<file path="src/rtl/rv_core_pkg.sv">
// Shared core widths and register-address/word types.
package rv_core_pkg;
   localparam int XLEN   = 32;
   localparam int REG_AW = 5;
   localparam int NREGS  = 1 << REG_AW;

   typedef logic [REG_AW-1:0] reg_addr_t;
   typedef logic [XLEN-1:0]   word_t;

   localparam reg_addr_t REG_ZERO = '0;
endpackage

</file>
<file path="src/rtl/reg_scoreboard.sv">
// In-flight destination tracker, one pending bit per register (x0 never pending).
// Queries are combinational on current state; a set and clear of the same register in one cycle leaves it set.
module reg_scoreboard
   import rv_core_pkg::*;
(
   input  logic      clk,
   input  logic      reset_n,
   input  logic      set_en,
   input  reg_addr_t set_rd,
   input  logic      clr_en,
   input  reg_addr_t clr_rd,
   input  reg_addr_t rs1,
   input  reg_addr_t rs2,
   input  reg_addr_t rd,
   output logic      rs1_pend,
   output logic      rs2_pend,
   output logic      rd_pend
);

   logic [NREGS-1:0] pending;
   logic [NREGS-1:0] set_mask;
   logic [NREGS-1:0] clr_mask;

   always_comb begin
      set_mask         = '0;
      clr_mask         = '0;
      set_mask[set_rd] = set_en;
      clr_mask[clr_rd] = clr_en;
      set_mask[0]      = 1'b0;
   end

   // Set is OR-ed after the clear so an issue and a commit to the same register keep it pending.
   always_ff @(posedge clk or negedge reset_n) begin
      if (!reset_n) begin
         pending <= '0;
      end else begin
         pending <= (pending & ~clr_mask) | set_mask;
      end
   end

   assign rs1_pend = pending[rs1];
   assign rs2_pend = pending[rs2];
   assign rd_pend  = pending[rd];

endmodule

</file>
<file path="src/rtl/reg_access_ctrl.sv">
// Regfile operand fetch / writeback commit: arbitrates writes (mem over alu), stalls RAW/WAW, bypasses commits.
// Operands land in the execute slot one cycle after issue; the slot holds while ex_valid & ~ex_ready.
module reg_access_ctrl
   import rv_core_pkg::*;
(
   input  logic      clk,
   input  logic      reset_n,

   input  logic      id_valid,
   output logic      id_ready,
   input  reg_addr_t id_rs1,
   input  reg_addr_t id_rs2,
   input  logic      id_use_rs1,
   input  logic      id_use_rs2,
   input  reg_addr_t id_rd,
   input  logic      id_wr,

   output reg_addr_t rf_rs1,
   output reg_addr_t rf_rs2,
   output logic      rf_renb1,
   output logic      rf_renb2,
   input  word_t     rf_rdata1,
   input  word_t     rf_rdata2,
   output reg_addr_t rf_rd,
   output logic      rf_wenb,
   output word_t     rf_wdata,

   output logic      ex_valid,
   input  logic      ex_ready,
   output word_t     ex_op1,
   output word_t     ex_op2,
   output reg_addr_t ex_rd,
   output logic      ex_wr,

   input  logic      alu_wb_valid,
   input  reg_addr_t alu_wb_rd,
   input  word_t     alu_wb_data,
   output logic      alu_wb_ready,

   input  logic      mem_wb_valid,
   input  reg_addr_t mem_wb_rd,
   input  word_t     mem_wb_data
);

   logic  commit;
   logic  rs1_pend, rs2_pend, rd_pend;
   logic  rs1_byp, rs2_byp, rd_byp;
   logic  rs1_blk, rs2_blk, waw_blk;
   logic  slot_stall;
   logic  issue;
   word_t op1_nxt, op2_nxt;

   assign rf_rs1   = id_rs1;
   assign rf_rs2   = id_rs2;
   assign rf_renb1 = id_valid & id_use_rs1;
   assign rf_renb2 = id_valid & id_use_rs2;

   // Memory results cannot be backpressured, so they always take the single write port.
   assign alu_wb_ready = ~mem_wb_valid;
   assign commit       = mem_wb_valid | alu_wb_valid;
   assign rf_rd        = mem_wb_valid ? mem_wb_rd   : alu_wb_rd;
   assign rf_wdata     = mem_wb_valid ? mem_wb_data : alu_wb_data;
   assign rf_wenb      = commit & (rf_rd != REG_ZERO);

   reg_scoreboard u_scoreboard (
      .clk      (clk),
      .reset_n  (reset_n),
      .set_en   (issue & id_wr & (id_rd != REG_ZERO)),
      .set_rd   (id_rd),
      .clr_en   (rf_wenb),
      .clr_rd   (rf_rd),
      .rs1      (id_rs1),
      .rs2      (id_rs2),
      .rd       (id_rd),
      .rs1_pend (rs1_pend),
      .rs2_pend (rs2_pend),
      .rd_pend  (rd_pend)
   );

   assign rs1_byp = rf_wenb & (rf_rd == id_rs1);
   assign rs2_byp = rf_wenb & (rf_rd == id_rs2);
   assign rd_byp  = rf_wenb & (rf_rd == id_rd);

   // A hazard resolves in the very cycle its commit appears on the write port.
   assign rs1_blk = id_use_rs1 & (id_rs1 != REG_ZERO) & rs1_pend & ~rs1_byp;
   assign rs2_blk = id_use_rs2 & (id_rs2 != REG_ZERO) & rs2_pend & ~rs2_byp;
   assign waw_blk = id_wr & (id_rd != REG_ZERO) & rd_pend & ~rd_byp;

   assign slot_stall = ex_valid & ~ex_ready;
   assign id_ready   = ~slot_stall & ~rs1_blk & ~rs2_blk & ~waw_blk;
   assign issue      = id_valid & id_ready;

   function automatic word_t sel_op(input logic use_rs, input reg_addr_t rs,
                                    input logic byp, input word_t wdata, input word_t rdata);
      if (!use_rs || rs == REG_ZERO) begin
         return '0;
      end else if (byp) begin
         return wdata;
      end else begin
         return rdata;
      end
   endfunction

   assign op1_nxt = sel_op(id_use_rs1, id_rs1, rs1_byp, rf_wdata, rf_rdata1);
   assign op2_nxt = sel_op(id_use_rs2, id_rs2, rs2_byp, rf_wdata, rf_rdata2);

   always_ff @(posedge clk or negedge reset_n) begin
      if (!reset_n) begin
         ex_valid <= 1'b0;
         ex_op1   <= '0;
         ex_op2   <= '0;
         ex_rd    <= '0;
         ex_wr    <= 1'b0;
      end else if (issue) begin
         ex_valid <= 1'b1;
         ex_op1   <= op1_nxt;
         ex_op2   <= op2_nxt;
         ex_rd    <= id_rd;
         ex_wr    <= id_wr;
      end else if (ex_ready) begin
         ex_valid <= 1'b0;
      end
   end

endmodule
</file>
<file path="config.mk">
export PLATFORM = sky130hd
export DESIGN_NAME = reg_access_ctrl
export DESIGN_NICKNAME = d
export VERILOG_FILES = /design/src/rtl/rv_core_pkg.sv /design/src/rtl/reg_scoreboard.sv /design/src/rtl/reg_access_ctrl.sv
export SDC_FILE = /design/constraint.sdc
export NUM_CORES = 1
export LEC_CHECK = 0
export ABC_AREA = 1
export ABC_CLOCK_PERIOD_IN_PS = 6100
export CAP_MARGIN = 20
export CORE_MARGIN = 4
export CORE_UTILIZATION = 49
export DETAILED_ROUTE_END_ITERATION = 16
export PLACE_DENSITY = 0.95
export SYNTH_ARGS = -nofsm -noshare
export SYNTH_HDL_FRONTEND = slang
export SYNTH_HIERARCHICAL = 1
export SYNTH_SLANG_ARGS = --single-unit
</file>
<file path="constraint.sdc">
create_clock -name clk -period 6.1 [get_ports clk]
set_input_delay 1.22 -clock clk [delete_from_list [all_inputs] [get_ports clk]]
set_output_delay 1.22 -clock clk [all_outputs]
set_load 0.005 [all_outputs]
</file>
==> impl_metrics.ini, run 1 <==
[run_status]
status = finished, final reports clean

[drt]
num_vias = 9391
drc = 0
viasPerCell = 5.726
routed_wl_mm = 30.70
ant_nets = 0
drtIter0Drc = 986
wire_per_inst_um = 18.72
drt_pass1_iterations = 8

[yosys]
yosysWarningCount = 6
syn-instance-count = 1210
synthesis.area_um2 = 7532
ys_ff_latch = 103
syn-num-nets = 1372
ys_seq_area_share_pct = 34.22
syn_area_per_cell_um2 = 6.225
synth_cell_types = 25

[placement]
dp_hpwl_mm = 23.23
post-place-ws_ns = 0.8843
gp_congestion = 0.9794
port_buffers = 284

[floorplan]
dieWidth_um = 132.0
core_um2 = 15150
die-area_um2 = 17420
dieHeight_um = 132.0
io_pins = 285
start_util_pct = 49.73
row_count = 45

[timing]
clock_skew_ns = 0.008688
worst_hold_slack_ns = 0.4760
post-route-min-period_ns = 5.315
period_share_pct = 87.13
hold_violations = 0
finalWorstSetupSlack_ns = 0.7848
relSlewSlack_pct = 32.00
fmax_ghz = 0.1881
final_max_slew_viol_count = 0
tightest_slew_ns = 1.019
tns_ns = 0
grt_setup_unrepaired = false
setup_viol = 0

[finish]
drive_above_1_share_pct = 5.793
syn_to_final_growth_pct = 39.97
nets = 1607

[global_route]
use_met2_pct = 55.30
grt_max_degree = 72
grt_pass1_vias = 8822
antenna_found_initial = 1
track_usage_pct = 33.85
global_route.usage.met1_pct = 42.10
busiest_layer = met2
grt_pass1_wl_mm = 47.20
grt_util_met3_pct = 8.435
grt_overflow = 0

[cts]
cts_root_buf = clkbuf_16
cts_tree = done
cts-buffers-inserted = 9
clk_pin_slew_worst_paths_ns = 0.07
ctsHoldBuffers = 0
clock_path_buffers = 2
cts_setup_buffers = 0
cts_sinks = 103
clk_latency_ns = 0.35
cts_max_level = 3
ctsResizeCount = 0

[critical_path]
r2r_end = ex_op1[4]$_DFFE_PN0P_
reg2regPathDepth = 16
critPathCaptureType = output port
path_class = input port to output port
required_ns = 4.88
regToRegStartpoint = u_scoreboard/pending[23]$_DFF_PN0_
critPathArrivalTime_ns = 4.10
reg2reg_slack_ns = 3.49
cp_max_fo = 36
critical_path.startpoint_type = input port

[job]
cap_violations = 0

[power_and_ir_drop]
ir_worst_vdd_mv = 0.1396
power.density_nw_per_um2 = 227.4
p_leak_nw = 5.197

[min_path]
hold_depth = 2
whs_endpoint = ex_op2[24]$_DFFE_PN0P_
min_from = ex_op2[24]$_DFFE_PN0P_
hp-class = register to register
## registers in the layout, indices dropped and copies added, names as in the netlist
name,count
ex_op1,32
ex_op2,32
ex_rd,5
ex_valid,1
ex_wr,1
u_scoreboard/pending,32
## cell type report
type / count / area (µm²)
clock buffer: 9 / 225.2
multi-input combinational: 926 / 4055
antenna: 2 / 5.005
fill: 1211 / 4603
clock inverter: 7 / 87.58
timing repair buffer: 298 / 2940
tap: 188 / 235.2
inverter: 107 / 416.7
sequential: 103 / 2577
## kinds of logic (layout without fill, tap and decap cells)
kind of cell	Yosys count	in the layout	share of synthesized area, %
compound gates	95	95	6.379
simple gates	831	831	47.46
flops	103	103	34.22
other cells	0	2	0
buf+inv	181	421	11.94
## worst max-delay path, stage by stage
cell             delay [ns]
clkdlybuf4s50_1        0.58
inv_2                  0.09
buf_4                  0.24
nand2_2                0.15
nand2_1                0.19
nand2_1                0.12
nand4_1                0.20
nor2_4                 0.18
nand2_2                0.21
nand2_1                0.14
nand2_2                0.09
nor2_4                 0.14
clkdlybuf4s50_1        0.54
## through the flow
stage / util (%) / power (mW) / std cells / cell area, µm²
after floorplan: - / 1.282 / 1210 / 7532
after global placement: 67.51 / 1.763 / 1622 / 10220
final: 69.61 / 2.397 / 1640 / 10540
after CTS: 69.57 / 2.386 / 1638 / 10540
after detailed placement: 67.51 / 1.779 / 1622 / 10220
after global routing: 69.59 / 2.513 / 1639 / 10540
## cells in the mapped netlist
| cell | instances | area (µm²) |
|---|---|---|
| nor2_1 | 139 | 521.8 |
| clkinv_1 | 2 | 7.510 |
| nand4_1 | 5 | 31.28 |
| nand3_1 | 235 | 1176 |
| buf_4 | 19 | 142.6 |
| inv_2 | 5 | 18.77 |
| a21oi_1 | 1 | 5.000 |
| nand3_4 | 1 | 17.52 |
| inv_1 | 97 | 364.1 |
| nand3b_1 | 3 | 22.52 |
| inv_6 | 3 | 26.28 |
| o21a_1 | 1 | 7.510 |
| o31ai_1 | 1 | 7.510 |
| nor3_1 | 1 | 5.000 |
| nor2_4 | 3 | 33.78 |
| buf_2 | 11 | 55.05 |
| nand2_1 | 404 | 1516 |
| dfrtp_1 | 103 | 2577 |
| buf_1 | 5 | 18.77 |
| buf_6 | 16 | 180.2 |
| nand2_2 | 9 | 56.30 |
| o21ai_0 | 92 | 460.4 |
| clkbuf_1 | 23 | 86.33 |
| or2_2 | 30 | 187.7 |
| nor2_2 | 1 | 6.260 |
## where the power goes
group          switching [mW]  internal, mW  total [mW]
registers               0.109         0.808       0.917
logic                   0.443         0.425       0.868
clock network           0.283         0.329       0.612
total                   0.835          1.56        2.40
## worst max path at each step
stage | start | slack [ns] | to | depth (start not counted)
global route | mem_wb_valid | 0.62 | id_ready | 14
detailed placement | mem_wb_valid | 0.88 | id_ready | 14
finish | mem_wb_valid | 0.78 | id_ready | 13
floorplan | mem_wb_valid | 2.39 | id_ready | 12
CTS | mem_wb_valid | 0.85 | id_ready | 13
global placement | mem_wb_valid | 0.95 | id_ready | 14
## cells in the final DEF, fill, tap and decap left out, types with 3 or more instances in the layout
cell type / count
nand2_1: 404
clkdlybuf4s50_1: 282
nand3_1: 235
nor2_1: 139
dfrtp_1: 103
inv_1: 97
o21ai_0: 92
or2_2: 30
buf_4: 15
nand2_2: 9
clkbuf_16: 9
inv_2: 5
nand4_1: 5
inv_6: 5
nand3b_1: 3
nor2_4: 3
## routing by layer
layer | routed length (µm) | up-vias | part of all wire [%]
li1 | - | 4292 | -
met1 | 11280 | 4313 | 37
met2 | 14300 | 671 | 47
met3 | 3600 | 115 | 12
met4 | 1513 | 0 | 4.9
met5 | 0 | - | 0
Note: power is estimated with default switching activity, not from simulation.
==> run 2, diff against run 1 <==
- CORE_UTILIZATION: 49 -> 35
- PLACE_DENSITY: 0.95 -> 0.75
- TNS_END_PERCENT: unset -> 30
==> run 2 against run 1 <==
Combinational power is essentially flat. Final cell count is 5.3% higher. Routed wire length rose by 2.4%. Via count is 2.7% lower. Worst hold slack got worse by 0.0045 ns. Global-route usage down 8.9 points. Clock skew increased by 0.0027 ns. Critical endpoint unchanged.
==> impl_metrics.ini, run 2 (synthesis gave the netlist of run 1 again) <==
[run_status]
status = finished, final reports clean

[timing]
grt_setup_unrepaired = false
clock_skew_ns = 0.01136
post-route-min-period_ns = 5.156
finalWorstSetupSlack_ns = 0.9444
final_max_slew_viol_count = 0
fmax_ghz = 0.1940
hold_violations = 0
tightest_slew_ns = 0.8955
period_share_pct = 84.52
setup_viol = 0
worst_hold_slack_ns = 0.4715
relSlewSlack_pct = 39.93
tns_ns = 0

[critical_path]
max_stage_delay_ns = 0.86
worstPathCellList = clkdlybuf4s50_1, inv_2, nand3_1, nand3_1, nand2_1, nand2_1, nand2_1, nand2_1, nand2_1, inv_1, nor2_1, nand2_1, nand2_1, nor2_4, clkdlybuf4s50_1
cp_common_cell = nand2_1
reg2reg_slack_ns = 3.47
critPathArrivalTime_ns = 3.94
cp_slowest_cell = clkdlybuf4s50_1
path_class = input port to output port
critical_path.startpoint_type = input port
cp_max_fo = 13
critPathCaptureType = output port
required_ns = 4.88

[power_and_ir_drop]
power.density_nw_per_um2 = 218.3
p_leak_nw = 5.187
ir_worst_vdd_mv = 0.1129

[finish]
nets = 1609
fillers = 2167
syn_to_final_growth_pct = 41.38
reg_top3 = ex_op1 x32, ex_op2 x32, u_scoreboard/pending x32
final_cell_mix = nand2_1, clkdlybuf4s50_1, nand3_1
final_common_cell = nand2_1
drive_above_1_share_pct = 5.858

[drt]
ant_nets = 0
routed_wl_mm = 31.43
drtIter0Drc = 836
num_vias = 9138
drc = 0
drt_pass1_iterations = 5
viasPerCell = 5.291
wire_per_inst_um = 18.20

[floorplan]
core_um2 = 21090
die-area_um2 = 23930
io_pins = 285
start_util_pct = 35.72
dieHeight_um = 154.7
row_count = 53
dieWidth_um = 154.7

[placement]
post-place-ws_ns = 1.016
gp_congestion = 0.9737
port_buffers = 284
dp_hpwl_mm = 23.55

[cts]
cts_sinks = 103
ctsResizeCount = 0
clk_pin_slew_worst_paths_ns = 0.07
cts_max_level = 3
cts-buffers-inserted = 9
ctsHoldBuffers = 0
cts_root_buf = clkbuf_16
clk_latency_ns = 0.34
clock_path_buffers = 2
cts_tree = done
cts_setup_buffers = 0

[global_route]
grt_pass1_wl_mm = 47.59
grt_overflow = 0
antenna_found_initial = 0
track_usage_pct = 24.99
grt_max_degree = 72
grt_pass1_vias = 8315

[min_path]
hp-class = register to register

[job]
cap_violations = 0
-- run 2: path summary, 6_finish.rpt --
kind,from,endpoint,cells past startpoint
setup reg to reg,u_scoreboard/pending[29]$_DFF_PN0_,ex_op1[14]$_DFFE_PN0P_,15
hold / removal,ex_op2[30]$_DFFE_PN0P_,ex_op2[30]$_DFFE_PN0P_,2
setup / recovery,id_rs1[1],id_ready,15
hold reg to reg,ex_op2[30]$_DFFE_PN0P_,ex_op2[30]$_DFFE_PN0P_,2
max in group asynchronous,reset_n,ex_op2[30]$_DFFE_PN0P_,2
min in group asynchronous,reset_n,ex_op2[21]$_DFFE_PN0P_,1
-- run 2: worst max-delay path, delay by kind of cell --
family / cells / cell delay, ns
buffers and inverters: 4 / 1.58
and+or+nand+nor: 11 / 1.14
-- run 2: through the flow --
step                      cell area (µm²)  std cells  total power [mW]  util, %
after floorplan                      7532       1210             1.282        -
after global placement              10330       1709             1.774    49.00
after detailed placement            10350       1710             1.783    49.07
after CTS                           10620       1725             2.333    50.36
after global routing                10650       1726             2.461    50.49
final                               10650       1727             2.324    50.50
-- run 2: final cells by class --
type | count | area, µm² | share of cell area (%)
Antenna cell | 1 | 2.502 | 0.02350
Clock buffer | 9 | 225.2 | 2.115
Clock inverter | 6 | 45.04 | 0.4230
Inverter | 107 | 416.7 | 3.913
Multi-Input combinational cell | 926 | 4055 | 38.08
Sequential cell | 103 | 2577 | 24.20
Tap cell | 275 | 344.1 | 3.231
Timing Repair Buffer | 300 | 2983 | 28.01
-- run 2: power breakdown --
part	total (mW)	internal (mW)	switching, mW	leakage [nW]
Clock	0.543	0.277	0.266	0.124
Sequential	0.915	0.809	0.106	1.36
Combinational	0.866	0.428	0.439	3.71
Total	2.32	1.51	0.811	5.19
-- run 2: per-layer routing --
layer	track usage, %	wire length, µm
met5	0	0
met4	6.518	738
met3	5.820	3545
met2	40.95	14610
met1	33.36	12530
